==> src/rtl/mips_pkg.sv <==
// Shared ISA constants: instruction width, opcode field location and opcode encodings.
package mips_pkg;

  localparam int INSTR_W = 16;
  localparam int OPC_MSB = 15;
  localparam int OPC_LSB = 12;
  localparam int OPC_W   = OPC_MSB - OPC_LSB + 1;

  typedef enum logic [OPC_W-1:0] {
    OP_ADD  = 4'h0,
    OP_SUB  = 4'h1,
    OP_AND  = 4'h2,
    OP_OR   = 4'h3,
    OP_XOR  = 4'h4,
    OP_SLT  = 4'h5,
    OP_ADDI = 4'h6,
    OP_LW   = 4'h7,
    OP_SW   = 4'h8,
    OP_BEQ  = 4'h9,
    OP_BNE  = 4'hA,
    OP_J    = 4'hB,
    OP_JAL  = 4'hC,
    OP_JR   = 4'hD,
    OP_LUI  = 4'hE,
    OP_NOP  = 4'hF
  } opcode_e;

  function automatic opcode_e opcode_of(input logic [INSTR_W-1:0] word);
    return opcode_e'(word[OPC_MSB:OPC_LSB]);
  endfunction

endpackage

==> src/rtl/fetch_fifo.sv <==
// Small FIFO holding fetched {instr, pc} entries; flush clears it in one cycle.
// Zero-latency head; caller must never push when full or pop when empty.
module fetch_fifo #(
  parameter int DEPTH = 1,
  parameter int WIDTH = 24
) (
  input  logic                         clk_i,
  input  logic                         rst_i,
  input  logic                         push_i,
  input  logic [WIDTH-1:0]             push_dat_i,
  input  logic                         pop_i,
  input  logic                         flush_i,
  output logic [WIDTH-1:0]             head_dat_o,
  output logic [$clog2(DEPTH+1)-1:0]   count_o,
  output logic                         vld_o
);

  localparam int PTR_W = (DEPTH > 1) ? $clog2(DEPTH) : 1;
  localparam int CNT_W = $clog2(DEPTH + 1);
  localparam logic [PTR_W-1:0] LAST_PTR = PTR_W'(DEPTH - 1);
  localparam logic [CNT_W-1:0] FULL_CNT = CNT_W'(DEPTH);

  logic [WIDTH-1:0] mem_q [DEPTH];
  logic [PTR_W-1:0] rd_ptr_q, rd_ptr_d;
  logic [PTR_W-1:0] wr_ptr_q, wr_ptr_d;
  logic [CNT_W-1:0] count_q, count_d;

  function automatic logic [PTR_W-1:0] ptr_inc(input logic [PTR_W-1:0] p);
    return (p == LAST_PTR) ? '0 : p + PTR_W'(1);
  endfunction

  always_comb begin
    rd_ptr_d = rd_ptr_q;
    wr_ptr_d = wr_ptr_q;
    count_d  = count_q;
    if (flush_i) begin
      rd_ptr_d = '0;
      wr_ptr_d = '0;
      count_d  = '0;
    end else begin
      if (push_i) wr_ptr_d = ptr_inc(wr_ptr_q);
      if (pop_i)  rd_ptr_d = ptr_inc(rd_ptr_q);
      case ({push_i, pop_i})
        2'b10:   count_d = count_q + CNT_W'(1);
        2'b01:   count_d = count_q - CNT_W'(1);
        default: count_d = count_q;
      endcase
    end
  end

  always_ff @(posedge clk_i) begin
    if (rst_i) begin
      rd_ptr_q <= '0;
      wr_ptr_q <= '0;
      count_q  <= '0;
    end else begin
      rd_ptr_q <= rd_ptr_d;
      wr_ptr_q <= wr_ptr_d;
      count_q  <= count_d;
    end
  end

  // Storage needs no reset: the head is only consumed while count is non-zero.
  always_ff @(posedge clk_i) begin
    if (push_i && !flush_i) mem_q[wr_ptr_q] <= push_dat_i;
  end

  assign head_dat_o = mem_q[rd_ptr_q];
  assign count_o    = count_q;
  assign vld_o      = (count_q != '0);

  a_no_overflow: assert property (@(posedge clk_i) disable iff (rst_i)
    !(push_i && !pop_i && !flush_i && count_q == FULL_CNT));
  a_no_underflow: assert property (@(posedge clk_i) disable iff (rst_i)
    !(pop_i && count_q == '0));

endmodule

==> src/rtl/instr_fetch.sv <==
// Instruction fetch: sequential PC into a 1-cycle imem, responses buffered for the decoder (IFETCH_SKID_EN: 2-entry buffer, else 1).
// Read-to-valid 2 cycles; reads throttle so buffer plus in-flight never exceed DEPTH while the decoder stalls.
module instr_fetch
  import mips_pkg::*;
#(
  parameter int                ADDR_W   = 8,
  parameter logic [ADDR_W-1:0] RESET_PC = '0
) (
  input  logic               clk,
  input  logic               rst,
  output logic               imem_rd_en,
  output logic [ADDR_W-1:0]  imem_addr,
  input  logic [INSTR_W-1:0] imem_rdata,
  input  logic               redirect_valid,
  input  logic [ADDR_W-1:0]  redirect_pc,
  output logic [INSTR_W-1:0] instr,
  output logic [ADDR_W-1:0]  instr_pc,
  output logic               instr_valid,
  input  logic               instr_ready
);

`ifdef IFETCH_SKID_EN
  localparam int DEPTH = 2;
`else
  localparam int DEPTH = 1;
`endif

  localparam int ENT_W = INSTR_W + ADDR_W;
  localparam int CNT_W = $clog2(DEPTH + 1);
  localparam logic [CNT_W:0] DEPTH_C = (CNT_W + 1)'(DEPTH);

  logic [ADDR_W-1:0] pc_q, pc_d;
  logic [ADDR_W-1:0] req_pc_q, req_pc_d;
  logic              inflight_q, inflight_d;
  logic              pop, push, rd_en;
  logic [CNT_W-1:0]  buf_count;
  logic              buf_vld;
  logic [ENT_W-1:0]  buf_head;
  logic [CNT_W:0]    occ;

  assign pop  = instr_valid & instr_ready;
  // A response landing in a redirect cycle belongs to the old stream.
  assign push = inflight_q & ~redirect_valid;

  // Slots committed after this cycle if no new read were issued.
  assign occ   = {1'b0, buf_count} + {{CNT_W{1'b0}}, inflight_q} - {{CNT_W{1'b0}}, pop};
  assign rd_en = ~rst & ~redirect_valid & (occ < DEPTH_C);

  always_comb begin
    pc_d       = pc_q;
    req_pc_d   = req_pc_q;
    inflight_d = rd_en;
    if (redirect_valid) begin
      pc_d = redirect_pc;
    end else if (rd_en) begin
      pc_d     = pc_q + ADDR_W'(1);
      req_pc_d = pc_q;
    end
  end

  always_ff @(posedge clk) begin
    if (rst) begin
      pc_q       <= RESET_PC;
      req_pc_q   <= '0;
      inflight_q <= 1'b0;
    end else begin
      pc_q       <= pc_d;
      req_pc_q   <= req_pc_d;
      inflight_q <= inflight_d;
    end
  end

  fetch_fifo #(
    .DEPTH (DEPTH),
    .WIDTH (ENT_W)
  ) u_fetch_fifo (
    .clk_i      (clk),
    .rst_i      (rst),
    .push_i     (push),
    .push_dat_i ({imem_rdata, req_pc_q}),
    .pop_i      (pop),
    .flush_i    (redirect_valid),
    .head_dat_o (buf_head),
    .count_o    (buf_count),
    .vld_o      (buf_vld)
  );

  assign instr_valid = buf_vld & ~rst;
  assign instr       = instr_valid ? buf_head[ENT_W-1:ADDR_W] : '0;
  assign instr_pc    = instr_valid ? buf_head[ADDR_W-1:0]     : '0;
  assign imem_rd_en  = rd_en;
  assign imem_addr   = pc_q;

endmodule

==> config.mk <==
export PLATFORM = sky130hd
export DESIGN_NAME = instr_fetch
export DESIGN_NICKNAME = d
export VERILOG_FILES = /design/src/rtl/mips_pkg.sv /design/src/rtl/fetch_fifo.sv /design/src/rtl/instr_fetch.sv
export SDC_FILE = /design/constraint.sdc
export NUM_CORES = 1
export LEC_CHECK = 0
export BUFFER_PORTS_ARGS = -buffer_cell sky130_fd_sc_hd__buf_2
export CAP_MARGIN = 10
export CORE_MARGIN = 4
export CORE_UTILIZATION = 40
export DETAILED_ROUTE_END_ITERATION = 10
export PLACE_DENSITY_LB_ADDON = 0.05
export SETUP_SLACK_MARGIN = 0.05
export SYNTH_ARGS = -nofsm -noshare
export SYNTH_HDL_FRONTEND = slang
export SYNTH_SLANG_ARGS = --single-unit
==> constraint.sdc <==
create_clock -name clk -period 2.84 [get_ports clk]
set_input_delay 0 -clock clk [delete_from_list [all_inputs] [get_ports clk]]
set_output_delay 0 -clock clk [all_outputs]
set_load 0.1 [all_outputs]
# Yosys cells after proc, flatten, opt, wreduce, memory -nomap -nowiden
# Memory sizes are Yosys's and may differ from the RTL's.
# Cells that the tools add are included.
# totals
ramBits,24
n_memories,1
output_inout_bits,34
word_cells,33
register_bits,18
inputBits,28
# mem_list
name,depth,width,rd,rd_clocked_by_memory_dff,wr,line,text
u_fetch_fifo.mem_q,1,24,1,0,1,fetch_fifo.sv:23,logic [WIDTH-1:0] mem_q [DEPTH];
# op_classes
magnitude_cmp,1
bitwise,7
n_reduce_logical,6
eq_ne,2
muxes,7
addsub,5
# op_table
cell,count
$mux W8,3
$mux W16,1
$add A8 B1 Y8 const B,1
$and A1 B1 Y1,5
$reduce_bool A2 Y1,2
$add A1 B1 Y2,1
$eq A2 B1 Y1 const B,1
$eq A2 B2 Y1 const B,1
$lt A2 B1 Y1 const B,1
$mux W1,2
$not A1 Y1,2
$pmux W1 S2,1
$reduce_and A2 Y1,1
$reduce_or A2 Y1,1
$sub A2 B1 Y2,1
$add A1 B1 Y1 const B,1
$logic_and A1 B1 Y1,1
$logic_not A1 Y1,1
$sub A1 B1 Y1 const B,1

# Depth between registers and ports, before layout
# Gate-level depths: netlist of run 1.
# depth
word_depth,8
depth_mapped,13
ltp_nobuf,10

# By module
# From an unflattened synthesis of run 1, not the netlist that was laid out.
# unflattened
cells_unflattened,151
hier_area_um2,1855.5
# by_module_without_submodules
mod,cells_per_inst,seq_area_each_um2,n_inst,area_each_um2
instr_fetch,122,340.3,1,1068.5
fetch_fifo,29,740.7,1,787.0

# Least setup slack after synthesis of run 1
# Ideal clock, no wire load.
# synth_path
path_kind,input to register
from,in rst
to,reg req_pc_q[0]
n_path_buf,3
required_ns,2.770
arrival_time_ns,2.589
path_slack_ns,0.180
stages,13
setup_ns,0.070
path_cell_list,clkbuf_1 > inv_2 > and3_1 > ha_1 > inv_1 > ha_1 > or3_4 > or2_1 > buf_6 > inv_2 > buf_2 > nand2_1 > a21oi_1
# synth_between
elab_chain_len,7
word_cells_on_any_way,8
classes_between,add/sub: 1; order compare: 1; bitwise: 5; reduce/logical: 1
# synth_lines
item,line,text
start: declaration,instr_fetch.sv:10,"input logic rst,"
$not A1 Y1 *,"instr_fetch.sv:47, instr_fetch.sv:88",
$and A1 B1 Y1,instr_fetch.sv:88,assign instr_valid = buf_vld & ~rst;
$and A1 B1 Y1,instr_fetch.sv:41,assign pop = instr_valid & instr_ready;
$sub A2 B1 Y2,instr_fetch.sv:46,"assign occ = {1'b0, buf_count} + {{CNT_W{1'b0}}, inflight_q} - {{CNT_W{1'b0}}, pop};"
$lt A2 B1 Y1,instr_fetch.sv:47,assign rd_en = ~rst & ~redirect_valid & (occ < DEPTH_C);
$and A1 B1 Y1 *,instr_fetch.sv:47,
named net imem_rd_en,instr_fetch.sv:11,"output logic imem_rd_en,"
$reduce_and A2 Y1 (no source line) *,--,
end signal: assignment,instr_fetch.sv:68,req_pc_q <= req_pc_d;
end: declaration,instr_fetch.sv:33,"logic [ADDR_W-1:0] req_pc_q, req_pc_d;"
# Mark *: on every way through the listed nets, which the timed path passes. The rest lies on a longest branch.
# A chain may end at the register's enable or synchronous reset.

# Worst setup path after layout of run 1
# layout_path
from,reg u_fetch_fifo.count_q (netlist: u_fetch_fifo.count_o)
to,out imem_rd_en
# layout_between
elab_chain_len,5
word_cells_on_any_way,6
classes_between,add/sub: 2; order compare: 1; bitwise: 3
# layout_lines
item,line,text
start: declaration,fetch_fifo.sv:26,"logic [CNT_W-1:0] count_q, count_d;"
start signal: assignment,fetch_fifo.sv:59,count_q <= count_d;
$and A1 B1 Y1,instr_fetch.sv:88,
$and A1 B1 Y1,instr_fetch.sv:41,
$sub A2 B1 Y2 *,instr_fetch.sv:46,
$lt A2 B1 Y1 *,instr_fetch.sv:47,
$and A1 B1 Y1 *,instr_fetch.sv:47,
end: declaration,instr_fetch.sv:11,
# Mark *: on every way between the ends. The rest lies on a longest branch, timed or not.

==> metrics list, run 1 <==
- The run finished with clean final reports.
- Final antenna diode count: 0
- Post-synth top area share: 0.410
- The worst setup path is of the reg2out kind.
- STA classifies the critical path endpoint as an output port.
- Number of routed nets with antenna violations: 0
- Clock tree synthesis inserted a total of 5 buffers.
* Proportion of power drawn by flip-flops and latches: 0.545
* H-Tree Level Count: 2
- The tightest min-delay check is of the in2reg type.
* Post-Place Setup Slack: 0.421 ns
* Placeable Area: 0.00412 mm2
* Ports placed on the boundary: 62
- The count of cells in the finished layout, fillers not included, comes to 295.
* Wire length per cell: 13.4 um
- The most used flip-flop cell after synthesis is edfxtp_1.
- Fraction of layout cells with a size suffix above 1: 0.314
* Final count of negative-setup-slack endpoints: 0
- Of the total power, the clock network draws 0.286.
- The clock passes through at most 2 buffers.
- The tree is rooted in a clkbuf_8.
* Layout Skew: 0.00417 ns
- Worst path setup slack after routing: 0.440 ns
* Placement Rows: 23
- Remaining routing DRC violations: 0
- In this run the worst setup path terminates at imem_rd_en.
- After routing the design area is 0.00240 mm2.
- The number of hold violations in the final report came to 0.
- The number of nets in the synthesized netlist is 194.
- VDD sags by at most 0.251 mV.
- Number of DRC markers in iteration 0: 74
- The tool flagged a number of max-cap violations equal to 0.
- Final critical-path required period: 2.40 ns
* Initial core utilization: 0.427
- Via count: 1487
* Synth area leader: edfxtp_1
- After detailed routing, the total wire length is 3960 um.
* Filler cells: 361
- Synth Cell Area: 0.00176 mm2
* Worst reg2reg setup slack: 0.54 ns
- Number of nets in the layout: 275
- End-of-flow core utilization: 0.584
- Critical-path maximum fanout: 15
* Slew at the pin closest to its max-slew limit: 0.495 ns
* Crit path launch: u_fetch_fifo.count_o$_SDFFE_PP0P_
- Sorting the synthesized cells by area gives the leading types as edfxtp_1 (41%), dfxtp_1 (20%), and3_1 (9.6%).
- The synthesized design contains 24 enable-type register cells.
- Floorplan die height: 74.3 um
* Unrepaired setup endpoints after global routing: no
- The area growth from synthesis to layout is 36.7%.
- Based on the critical path, the design can be clocked at up to 417 MHz.
- Final number of max-transition violations: 0
* Most common cell in the netlist: and3_1
* Critical path launch point type: flip-flop
* Final HPWL DP: 2830 um
* Comb pwr share: 0.169
* Most common library cells after synthesis: and3_1 (27), edfxtp_1 (24), nand2_1 (23)
- The worst register-to-register path ends at imem_addr[4]$_SDFFE_PP0P_.
- For this design the static power due to leakage is 1.14 nW.
- Entering global routing, the biggest net connects 28 pins.
* Average vias per placed instance: 5.04
- Input and output buffers added on the ports amount to 61.
- Including well taps, the total number of placed cells is 268.
- Total of flip-flops plus latches after synthesis: 42
* Antenna violations before repair: 0
* Clock-pin slew on the worst setup and hold paths: 0.08 ns
- Worst EP arrival: 2.40 ns
- Residual overflow from global routing: 0
* Wire length of the first global-routing pass: 6670 um
- In this run the critical register-to-register path is launched from u_fetch_fifo.count_o$_SDFFE_PP0P_.
- In this run the tightest slew margin relative to its limit is 0.672.
- The die covers 0.00552 mm2.
* Per-instance average area after synthesis: 10.8 um2
- Setup total negative slack on the finished layout was measured at 0 ns.
* Crit path required time: 2.84 ns
* GPL Wtd Cong: 0.886
* Post-placement cell area: 0.00213 mm2
- The share of the Yosys chip area taken by registers is 0.615.
* Async S/R FF share, synth: 0
- TritonCTS built the clock tree.
- Unique masters post-synth: 32
- Post-CTS repair changed the size of 0 cells.
- First-pass iteration count of the detailed router: 4
- Number of sinks handled by clock tree synthesis: 42
- Counting cells, the worst reg-to-reg path comes to 9.
- Of the total power, the share spent switching nets is 0.282.
- Die span in x: 74.3 um
* Crit share post-route: 0.845
- Vias in the first global route: 1446
* Post-synthesis cell count: 163
- Synthesis Warnings: 0
- Across every metal layer, demand over resource in global routing totals 0.158.
* Reported net switching power: 0.352 mW
* Later-pin clock latency in the skew report: 0.28 ns
- Cell internal power was estimated by the tool at 0.899 mW.
- Dividing total power by cell area gives a power density of 521 mW/mm2.
-- metrics by stage --
stage,power [mW],hold WS [ns]
CTS,1.27,0.000483
detailed placement,0.887,0.178
global route,1.31,0.0318
floorplan,0.835,0.0989
finish,1.25,0.0117
global placement,0.882,0.177
-- worst max-delay path, cell delays in order, from the launching register on --
cell and delay, ns:
dfxtp_1 0.32, and3_1 0.14, ha_1 0.26, inv_1 0.04, ha_1 0.26, or3_4 0.35
or2_1 0.28, inv_2 0.25, buf_12 0.22
-- state kept, by name, summed over array words and instances, names as in the netlist --
| signal | count |
|---|---|
| u_fetch_fifo.mem_q | 24 |
| imem_addr | 8 |
| req_pc_q | 8 |
| inflight_q | 1 |
| u_fetch_fifo.count_o | 1 |
-- how the worst min path moves through the flow --
stage	start	to	slack [ns]	cells after the start
final	redirect_pc[1]	imem_addr[1]$_SDFFE_PP0P_	0.01	3
after global routing	redirect_pc[1]	imem_addr[1]$_SDFFE_PP0P_	0.03	3
after CTS	redirect_pc[1]	imem_addr[1]$_SDFFE_PP0P_	0.0005	3
after detailed placement	imem_rdata[5]	u_fetch_fifo.mem_q[0][13]$_DFFE_PP_	0.18	1
after global placement	imem_rdata[9]	u_fetch_fifo.mem_q[0][17]$_DFFE_PP_	0.18	1
after floorplan	imem_rdata[2]	u_fetch_fifo.mem_q[0][10]$_DFFE_PP_	0.1	0
-- power groups by stage --
stage	Clock [mW]	Sequential [mW]	Combinational (mW)
after floorplan	0	0.744	0.0909
after global placement	0	0.694	0.188
after detailed placement	0	0.695	0.192
after CTS	0.374	0.681	0.213
after global routing	0.396	0.684	0.228
final	0.358	0.681	0.211
-- final cells by class --
cell class	instances	area [um2]	area share
clock buffers	5	68.8	0.0286
clock inverters	3	16.3	0.00677
inverters	7	26.3	0.0109
multi-input cells	104	607	0.253
flip-flops and latches	42	1080	0.450
well taps	50	62.6	0.0260
repair buffers	84	541	0.225
-- logic make-up after synthesis --
logic type	Yosys count	synth area share
AND/OR/NAND/NOR	70	0.211
flip-flops	42	0.615
AO/OA/AOI/OAI	28	0.0968
buffers and inverters	17	0.0413
XOR/XNOR	3	0.0149
adder cells (fa/ha/maj)	3	0.0214
-- placed cells by master, fill, tap and decap left out, drive strengths merged, types with 4 or more instances in the layout --
master	n
a21oi	13
nand2	23
and3	27
nor2	4
dlygate4sd3	19
edfxtp	24
inv	7
a31oi	4
dfxtp	18
buf	65
o21ai	4
clkbuf	5
-- what timing repair did --
item,in CTS,in global routing
endpoints found under the hold margin,19,0
buffers inserted,0,0
hold buffers,19,0
-- layer usage --
layer / global-route usage / routed length, um / vias to the layer above
li1: - / - / 745
met1: 0.189 / 1650 / 695
met2: 0.283 / 2030 / 43
met3: 0.0324 / 239 / 4
met4: 0.0534 / 37 / 0
met5: 0 / 0 / -
Power figures use the tool's default switching activity.
==> run 2, diff against run 1 <==
==> constraint.sdc (replaced) <==
create_clock -name clk -period 2.5 [get_ports clk]
set_input_delay 0 -clock clk [delete_from_list [all_inputs] [get_ports clk]]
set_output_delay 0 -clock clk [all_outputs]
set_load 0.1 [all_outputs]
==> run 2 against run 1 <==
Compared with the run above: register-to-register slack lost 0.30 ns; die area is the same; final cell count increased by 0.34%; critical path type unchanged; largest cell class unchanged.
==> metrics list, run 2 (synthesis gave the netlist of run 1 again) <==
- Number of sinks handled by clock tree synthesis: 42 (unchanged)
- The data arrival time of the worst path is 2.26 ns (was 2.40 ns).
- Maximum count of clock buffers along a single path: 2 (unchanged)
* Most used cells in the layout excluding fill and tap cells: buf_2 (60), and3_1 (27), edfxtp_1 (24), nand2_1 (23), dlygate4sd3_1 (19) (unchanged)
- Fraction of layout cells with a size suffix above 1: 0.321 (was 0.314)
* Relative slew slack: 0.672 (about the same)
- Power density over the cells: 598 mW/mm2 (was 521 mW/mm2)
* Kind of capture point of the worst setup path: output port (unchanged)
- The max-cap check violation count is 0 (unchanged).
- The area of combinational cells with multiple inputs was 609 um2 (was 607 um2).
- The critical path required time came to 2.50 ns (was 2.84 ns).
- The final-stage net count is 276 (was 275).
- The number of hold violations in the final report came to 0 (unchanged).
- The static leakage came to 1.15 nW (was 1.14 nW).
- Final HPWL DP: 2810 um (was 2830 um)
- Full die area: 0.00552 mm2 (unchanged)
* Average vias per placed instance: 4.96 (was 5.04)
* Maximum vdd drop: 0.298 mV (was 0.251 mV)
* Sw Ratio: 0.272 (was 0.282)
- Crit path launch: u_fetch_fifo.count_o$_SDFFE_PP0P_ (unchanged)
* Global Route Usage Sum: 0.153 (was 0.158)
- Number of flip-flops under the largest register name: 24 (unchanged)
* Number of DRC markers in iteration 0: 99 (was 74)
- The final setup TNS was 0 ns (unchanged).
- Area growth syn-to-layout: 37.9% (was 36.7%)
- The number of H-tree levels came to 2 (unchanged).
- Initial core utilization: 0.427 (unchanged)
- First-pass iteration count of the detailed router: 4 (unchanged)
- FF-to-FF path depth: 8 (was 9)
- Startpoint of the most critical register-to-register path: u_fetch_fifo.count_o$_SDFFE_PP0P_ (unchanged)
- The combined flip-flop and latch cell area came to 0.00108 mm2 (unchanged).
- Slew at the pin closest to its max-slew limit: 0.495 ns (about the same)
* GPL Wtd Cong: 0.842 (was 0.886)
- The setup fix buffers added after clock tree synthesis is 0 (unchanged).
- Result of the run: finished, final reports clean (unchanged)
- Derived from the worst setup path, the maximum achievable clock frequency is 443 MHz.
- The final number of setup-violating endpoints was 0 (unchanged).
- The net load switching power is 0.394 mW (was 0.352 mW).
* Via count: 1469 (was 1487)
- The sequential group share of total power came to 0.534 (was 0.545).
* Clock power frac: 0.298 (was 0.286)
- Pin count of the biggest net entering global routing: 28 (unchanged)
- The residual antenna-violating net count after detailed routing is 0 (unchanged).
- In the finished design, the share of the clock period the worst path needs comes to 0.903.
- Count of port buffers added during placement: 61 (unchanged)
- The worst setup skew after layout is 0.0106 ns (was 0.00417 ns).
- The clock transition time at the flip-flop clock pins of the worst setup and hold paths is 0.08 ns (about the same).
- The CTS tree is built (unchanged).
* Critical path endpoint: imem_rd_en (unchanged)
* R2r endpoint: imem_addr[6]$_SDFFE_PP0P_ (was imem_addr[4]$_SDFFE_PP0P_)
- The number of buffers inserted during clock tree synthesis is 5 (unchanged).
- Final antenna diode count: 0 (unchanged)
- The final count of pins violating max slew is 0 (unchanged).
- The cell count after placement is 269 (was 268).
* Wire length per cell: 13.3 um (was 13.4 um)
* Critical path launch point type: flip-flop (unchanged)
- Vias in the first global route: 1442 (was 1446)
* Critical path start-end classification: reg2out (unchanged)
- Final critical-path required period: 2.26 ns
* Residual overflow from global routing: 0 (unchanged)
- The area of the core came to 0.00412 mm2 (unchanged).
- Clock Tree Root: clkbuf_8 (unchanged)
* Floorplan die height: 74.3 um (unchanged)
- Kind of path behind the tightest hold check: in2reg (unchanged)
- Unrepaired setup endpoints after global routing: no (unchanged)
- Register ranked first by flip-flop count: u_fetch_fifo.mem_q (unchanged)
- Internal power consumption: 1.06 mW (was 0.899 mW)
- The total of fill cells in the finished design was 362 (was 361).
- Most common library cell in the layout ignoring fill and taps: buf_2 (unchanged)
- Ports placed on the boundary: 62 (unchanged)
* Final Power: 1.45 mW (was 1.25 mW)
- Remaining routing DRC violations: 0 (unchanged)
- End-of-flow core utilization: 0.589 (was 0.584)
* Overall routed net length: 3940 um (was 3960 um)
- Die span in x: 74.3 um (unchanged)
- Smallest hold slack: 0.0191 ns (was 0.0117 ns)
- Critical-path maximum fanout: 15 (unchanged)
- The floorplan row count came to 23 (unchanged).
- Wire length of the first global-routing pass: 6550 um (was 6670 um)
- The combinational share of power is 0.168 (was 0.169).
- Worst reg2reg setup slack: 0.24 ns (was 0.54 ns)
* Antenna violations before repair: 0 (unchanged)
- Post-layout instance count excluding filler cells: 296 (was 295)
* Later-pin clock latency in the skew report: 0.28 ns (about the same)
==> run 2: cell count changes in the layout (fill, tap and decap cells not counted) <==
cell        change
clkinv_1        -1
clkinv_4        +1
buf_4           +1
clkbuf_1        +1
clkbuf_8        +1
or2_4           +1
or2_1           -1
inv_2           -1
clkinvlp_4      -1
==> run 2: metrics by stage <==
step                      area [um2]  setup WS [ns]
after global routing            2420          0.101
after global placement          2130          0.250
after floorplan                 1760         0.0910
after CTS                       2420         0.0517
after detailed placement        2130          0.168
final                           2420          0.243
==> run 2: power by group through the flow <==
stage	sequential (mW)	combinational [mW]	clock, mW
after floorplan	0.845	0.105	0
after global placement	0.788	0.216	0
after detailed placement	0.790	0.219	0
after CTS	0.774	0.243	0.449
after global routing	0.777	0.262	0.475
final	0.774	0.244	0.432
==> run 2: layout make-up <==
class | instances | share of cell area
clock buffer | 7 | 0.0356
clock inverter | 1 | 0.00207
inverter | 7 | 0.0129
multi-input combinational | 104 | 0.251
sequential | 42 | 0.446
tap | 50 | 0.0258
timing repair buffer | 85 | 0.226
==> run 2: worst min path at each step <==
stage | start | to | slack, ns | cells after the start
CTS | redirect_pc[1] | imem_addr[1]$_SDFFE_PP0P_ | 0.02 | 3
floorplan | imem_rdata[2] | u_fetch_fifo.mem_q[0][10]$_DFFE_PP_ | 0.1 | 0
detailed placement | imem_rdata[7] | u_fetch_fifo.mem_q[0][15]$_DFFE_PP_ | 0.18 | 1
global route | redirect_pc[1] | imem_addr[1]$_SDFFE_PP0P_ | 0.04 | 3
finish | redirect_pc[1] | imem_addr[1]$_SDFFE_PP0P_ | 0.02 | 3
global placement | imem_rdata[7] | u_fetch_fifo.mem_q[0][15]$_DFFE_PP_ | 0.18 | 1
==> run 2: critical path, stage by stage (launching register included) <==
cell and delay, ns:
dfxtp_1 0.32, and3_1 0.15, ha_1 0.27, inv_1 0.04, ha_1 0.26, or3_4 0.36, or2_4 0.27, clkinv_4 0.12
buf_12 0.18
==> run 2: per-layer routing <==
metal | share of wire | up-vias | track usage
met3 | 0.076 | 4 | 0.0365
met4 | 0.0069 | 0 | 0.0455
met5 | 0 | - | 0
met1 | 0.44 | 665 | 0.194
met2 | 0.48 | 51 | 0.262
li1 | - | 749 | -
==> run 2: what timing repair did <==
item | 4_1_cts | 5_1_grt
endpoints found under the hold margin | 19 | 0
endpoints found under the setup margin | 0 | 3
gates resized for setup | 0 | 3
hold buffers | 19 | 0
==> run 3, diff against run 2 <==
--- a/config.mk
+++ b/config.mk
@@ -7,10 +7,10 @@
 export LEC_CHECK = 0
 export BUFFER_PORTS_ARGS = -buffer_cell sky130_fd_sc_hd__buf_2
 export CAP_MARGIN = 10
-export CORE_MARGIN = 4
 export CORE_UTILIZATION = 40
 export DETAILED_ROUTE_END_ITERATION = 10
 export PLACE_DENSITY_LB_ADDON = 0.05
+export RECOVER_POWER = 25
 export SETUP_SLACK_MARGIN = 0.05
 export SYNTH_ARGS = -nofsm -noshare
 export SYNTH_HDL_FRONTEND = slang
==> run 3 against run 2 <==
Compared with the run above: sequential share of layout area increased by 0.21 points; register-to-register slack got worse by 0.07 ns; first-iteration DRC count decreased by 32%; clock skew decreased by 0.0015 ns; worst setup slack got worse by 0.071 ns; highest routed layer unchanged.
==> metrics list, run 3 (synthesis gave the netlist of run 1 again) <==
- Result of the run: finished, final reports clean (unchanged)
- The via count of the first global-routing pass was 1360 (was 1442).
* Leak: 1.14 nW (was 1.15 nW)
* Critical path start-end classification: reg2reg (was reg2out)
- Worst path setup slack after routing: 0.172 ns (was 0.243 ns)
- Proportion of power drawn by flip-flops and latches: 0.545 (was 0.534)
- The flip-flop count of the largest register, all copies and words added was 24 (unchanged).
* Floorplan die height: 68.3 um (was 74.3 um)
* First-pass iteration count of the detailed router: 4 (unchanged)
- The combinational share of power is 0.170 (was 0.168).
* Number of buffers inserted during clock tree synthesis: 5 (unchanged)
* Number of nets in the layout: 276 (unchanged)
* CP max stage delay: 0.38 ns (was 0.36 ns)
- The count of clock tree sinks came to 42 (unchanged).
- The internal power is 1.02 mW (was 1.06 mW).
- The critical path required time was 2.71 ns (was 2.50 ns).
* Fraction of layout cells with a size suffix above 1: 0.317 (was 0.321)
- Later-pin clock latency in the skew report: 0.29 ns (was 0.28 ns)
- Crit share post-route: 0.931 (was 0.903)
* Post-Place Setup Slack: 0.155 ns (was 0.168 ns)
- H-Tree Level Count: 2 (unchanged)
- Most used cells in the layout excluding fill and tap cells: buf_2 (60), and3_1 (27), edfxtp_1 (24), nand2_1 (23), dlygate4sd3_1 (19) (unchanged)
- Unrepaired setup endpoints after global routing: no (unchanged).
- Critical-path maximum fanout: 5 (was 15)
- Power density over the cells: 588 mW/mm2 (was 598 mW/mm2)
- The floorplan row count is 23 (unchanged).
- The residual antenna-violating net count after detailed routing was 0 (unchanged).
* Via count: 1471 (was 1469)
- Pin count of the biggest net entering global routing: 28 (unchanged)
- Register ranked first by flip-flop count: u_fetch_fifo.mem_q (unchanged)
- The root buffer cell was clkbuf_8 (unchanged).
- The area growth from synthesis to final layout is 37.2% (was 37.9%).
- Most common library cell in the layout ignoring fill and taps: buf_2 (unchanged)
- The path class of the lowest-slack min-delay path was in2reg (unchanged).
- Remaining routing DRC violations: 0 (unchanged)
- Number of max-cap violations: 0 (unchanged)
- The register-to-register setup slack came to 0.17 ns (was 0.24 ns).
* Die span in x: 68.3 um (was 74.3 um)
- Sw Ratio: 0.278 (was 0.272)
- Wire length per cell: 12.6 um (was 13.3 um)
- Initial core utilization: 0.427 (unchanged)
- The type of element launching the critical path is a flip-flop (unchanged).
- The headroom to the max-slew limit came to 0.672 (about the same).
- The final count of pins violating max slew came to 0 (unchanged).
* Count of port buffers added during placement: 61 (unchanged)
* Final critical-path required period: 2.33 ns (was 2.26 ns)
- Slew at the pin closest to its max-slew limit: 0.495 ns (about the same)
* Filler cells: 370 (was 362)
- Full die area: 0.00466 mm2 (was 0.00552 mm2)
- The clock tree buffer depth is 2 (unchanged).
* Ports placed on the boundary: 62 (unchanged)
- GPL Wtd Cong: 0.861 (was 0.842)
* Final HPWL DP: 2650 um (was 2810 um)
- Clock-pin slew on the worst setup and hold paths: 0.08 ns (about the same)
* Placeable Area: 0.00412 mm2 (unchanged)
- The CTS tree is built (unchanged).
- The setup fix buffers added after clock tree synthesis came to 0 (unchanged).
- Most used cell, CP: ha_1 (unchanged)
* Antenna violations before repair: 0 (unchanged)
- The aggregate global routing overflow is 0 (unchanged).
* Kind of capture point of the worst setup path: flip-flop (was output port)
- Layout Skew: 0.00910 ns (was 0.0106 ns)
* Final count of negative-setup-slack endpoints: 0 (unchanged)
- The maximum vdd drop was 0.349 mV (was 0.298 mV).
- Final antenna diode count: 0 (unchanged)
- Global Route Usage Sum: 0.175 (was 0.153)
* Crit path max-delay cell type: or3_1 (was or3_4)
- The proportion of power drawn by the clock network came to 0.285 (was 0.298).
- Cell-by-cell listing of the critical path: and3_1 -> ha_1 -> inv_1 -> ha_1 -> or3_4 -> or2_1 -> or3_1 -> a31oi_1 (was and3_1 -> ha_1 -> inv_1 -> ha_1 -> or3_4 -> or2_4 -> clkinv_4 -> buf_12)
* Achievable frequency: 429 MHz (was 443 MHz)
- The detailed router's first-iteration violation count was 67 (was 99).
* Sum of negative setup slack: 0 ns (unchanged)
- Overall routed net length: 3730 um (was 3940 um)
- Reported net switching power: 0.394 mW (about the same)
* Average vias per placed instance: 4.97 (was 4.96)
- Worst EP arrival: 2.54 ns (was 2.26 ns)
- The global-route wire length before repair was 5960 um (was 6550 um).
- Final-report hold violation count: 0 (unchanged)
run 3: changes by cell type in the layout (fill, tap and decap cells not counted), sizes merged:
cell / before / now
clkinv: 2 / 3
clkbuf: 7 / 6
run 3: final cells by class:
type                            instances  area (um2)  area share
Clock buffer                            6        72.6      0.0301
Clock inverter                          2        10.0     0.00415
Inverter                                7        31.3      0.0130
Multi-Input combinational cell        104         607       0.252
Sequential cell                        42        1080       0.448
Tap cell                               50        62.6      0.0259
Timing Repair Buffer                   85         548       0.227
run 3: what timing repair did:
item                                    4_1_cts  5_1_grt
pin swaps                                     0        0
endpoints found under the setup margin        1        1
hold buffers                                 19        0
gates resized for setup                       1        1
hold endpoints to repair                     19        0
run 3: critical path, delay by kind of cell (launching register included):
kind	cells	cell delay [ns]
AOI/OAI and AO/OA	1	0.18
adders and majority gates	2	0.53
and+or+nand+nor	4	1.18
buffers and inverters	1	0.04
DFF	1	0.33
run 3: final timing paths:
| check | start | endpoint | depth (start not counted) |
|---|---|---|---|
| setup / recovery | u_fetch_fifo.count_o$_SDFFE_PP0P_ | imem_addr[6]$_SDFFE_PP0P_ | 8 |
| hold / removal | redirect_pc[1] | imem_addr[1]$_SDFFE_PP0P_ | 3 |
| setup reg to reg | u_fetch_fifo.count_o$_SDFFE_PP0P_ | imem_addr[6]$_SDFFE_PP0P_ | 8 |
| hold reg to reg | req_pc_q[0]$_SDFFE_PP0P_ | u_fetch_fifo.mem_q[0][0]$_DFFE_PP_ | 0 |
run 3: per-layer routing:
layer | vias up | wire [um] | track usage
li1 | 746 | - | -
met1 | 675 | 1640 | 0.210
met2 | 46 | 1850 | 0.297
met3 | 4 | 202 | 0.0367
met4 | 0 | 34 | 0.0859
met5 | - | 0 | 0
run 3: power by group through the flow:
stage / combinational (mW) / clock, mW / sequential, mW
finish: 0.241 / 0.404 / 0.774
floorplan: 0.105 / 0 / 0.845
global route: 0.260 / 0.447 / 0.777
CTS: 0.244 / 0.421 / 0.774
detailed placement: 0.220 / 0 / 0.790
global placement: 0.215 / 0 / 0.788
run 3: per-stage QoR:
step	hold slack [ns]	instances	area, um2	utilization	power [mW]
global placement	0.177	269	2130	0.519	1.00
CTS	0.00786	296	2410	0.586	1.44
finish	0.0121	296	2410	0.586	1.42
floorplan	0.0989	163	1760	-	0.950
detailed placement	0.178	269	2130	0.519	1.01
global route	0.0336	296	2410	0.586	1.48
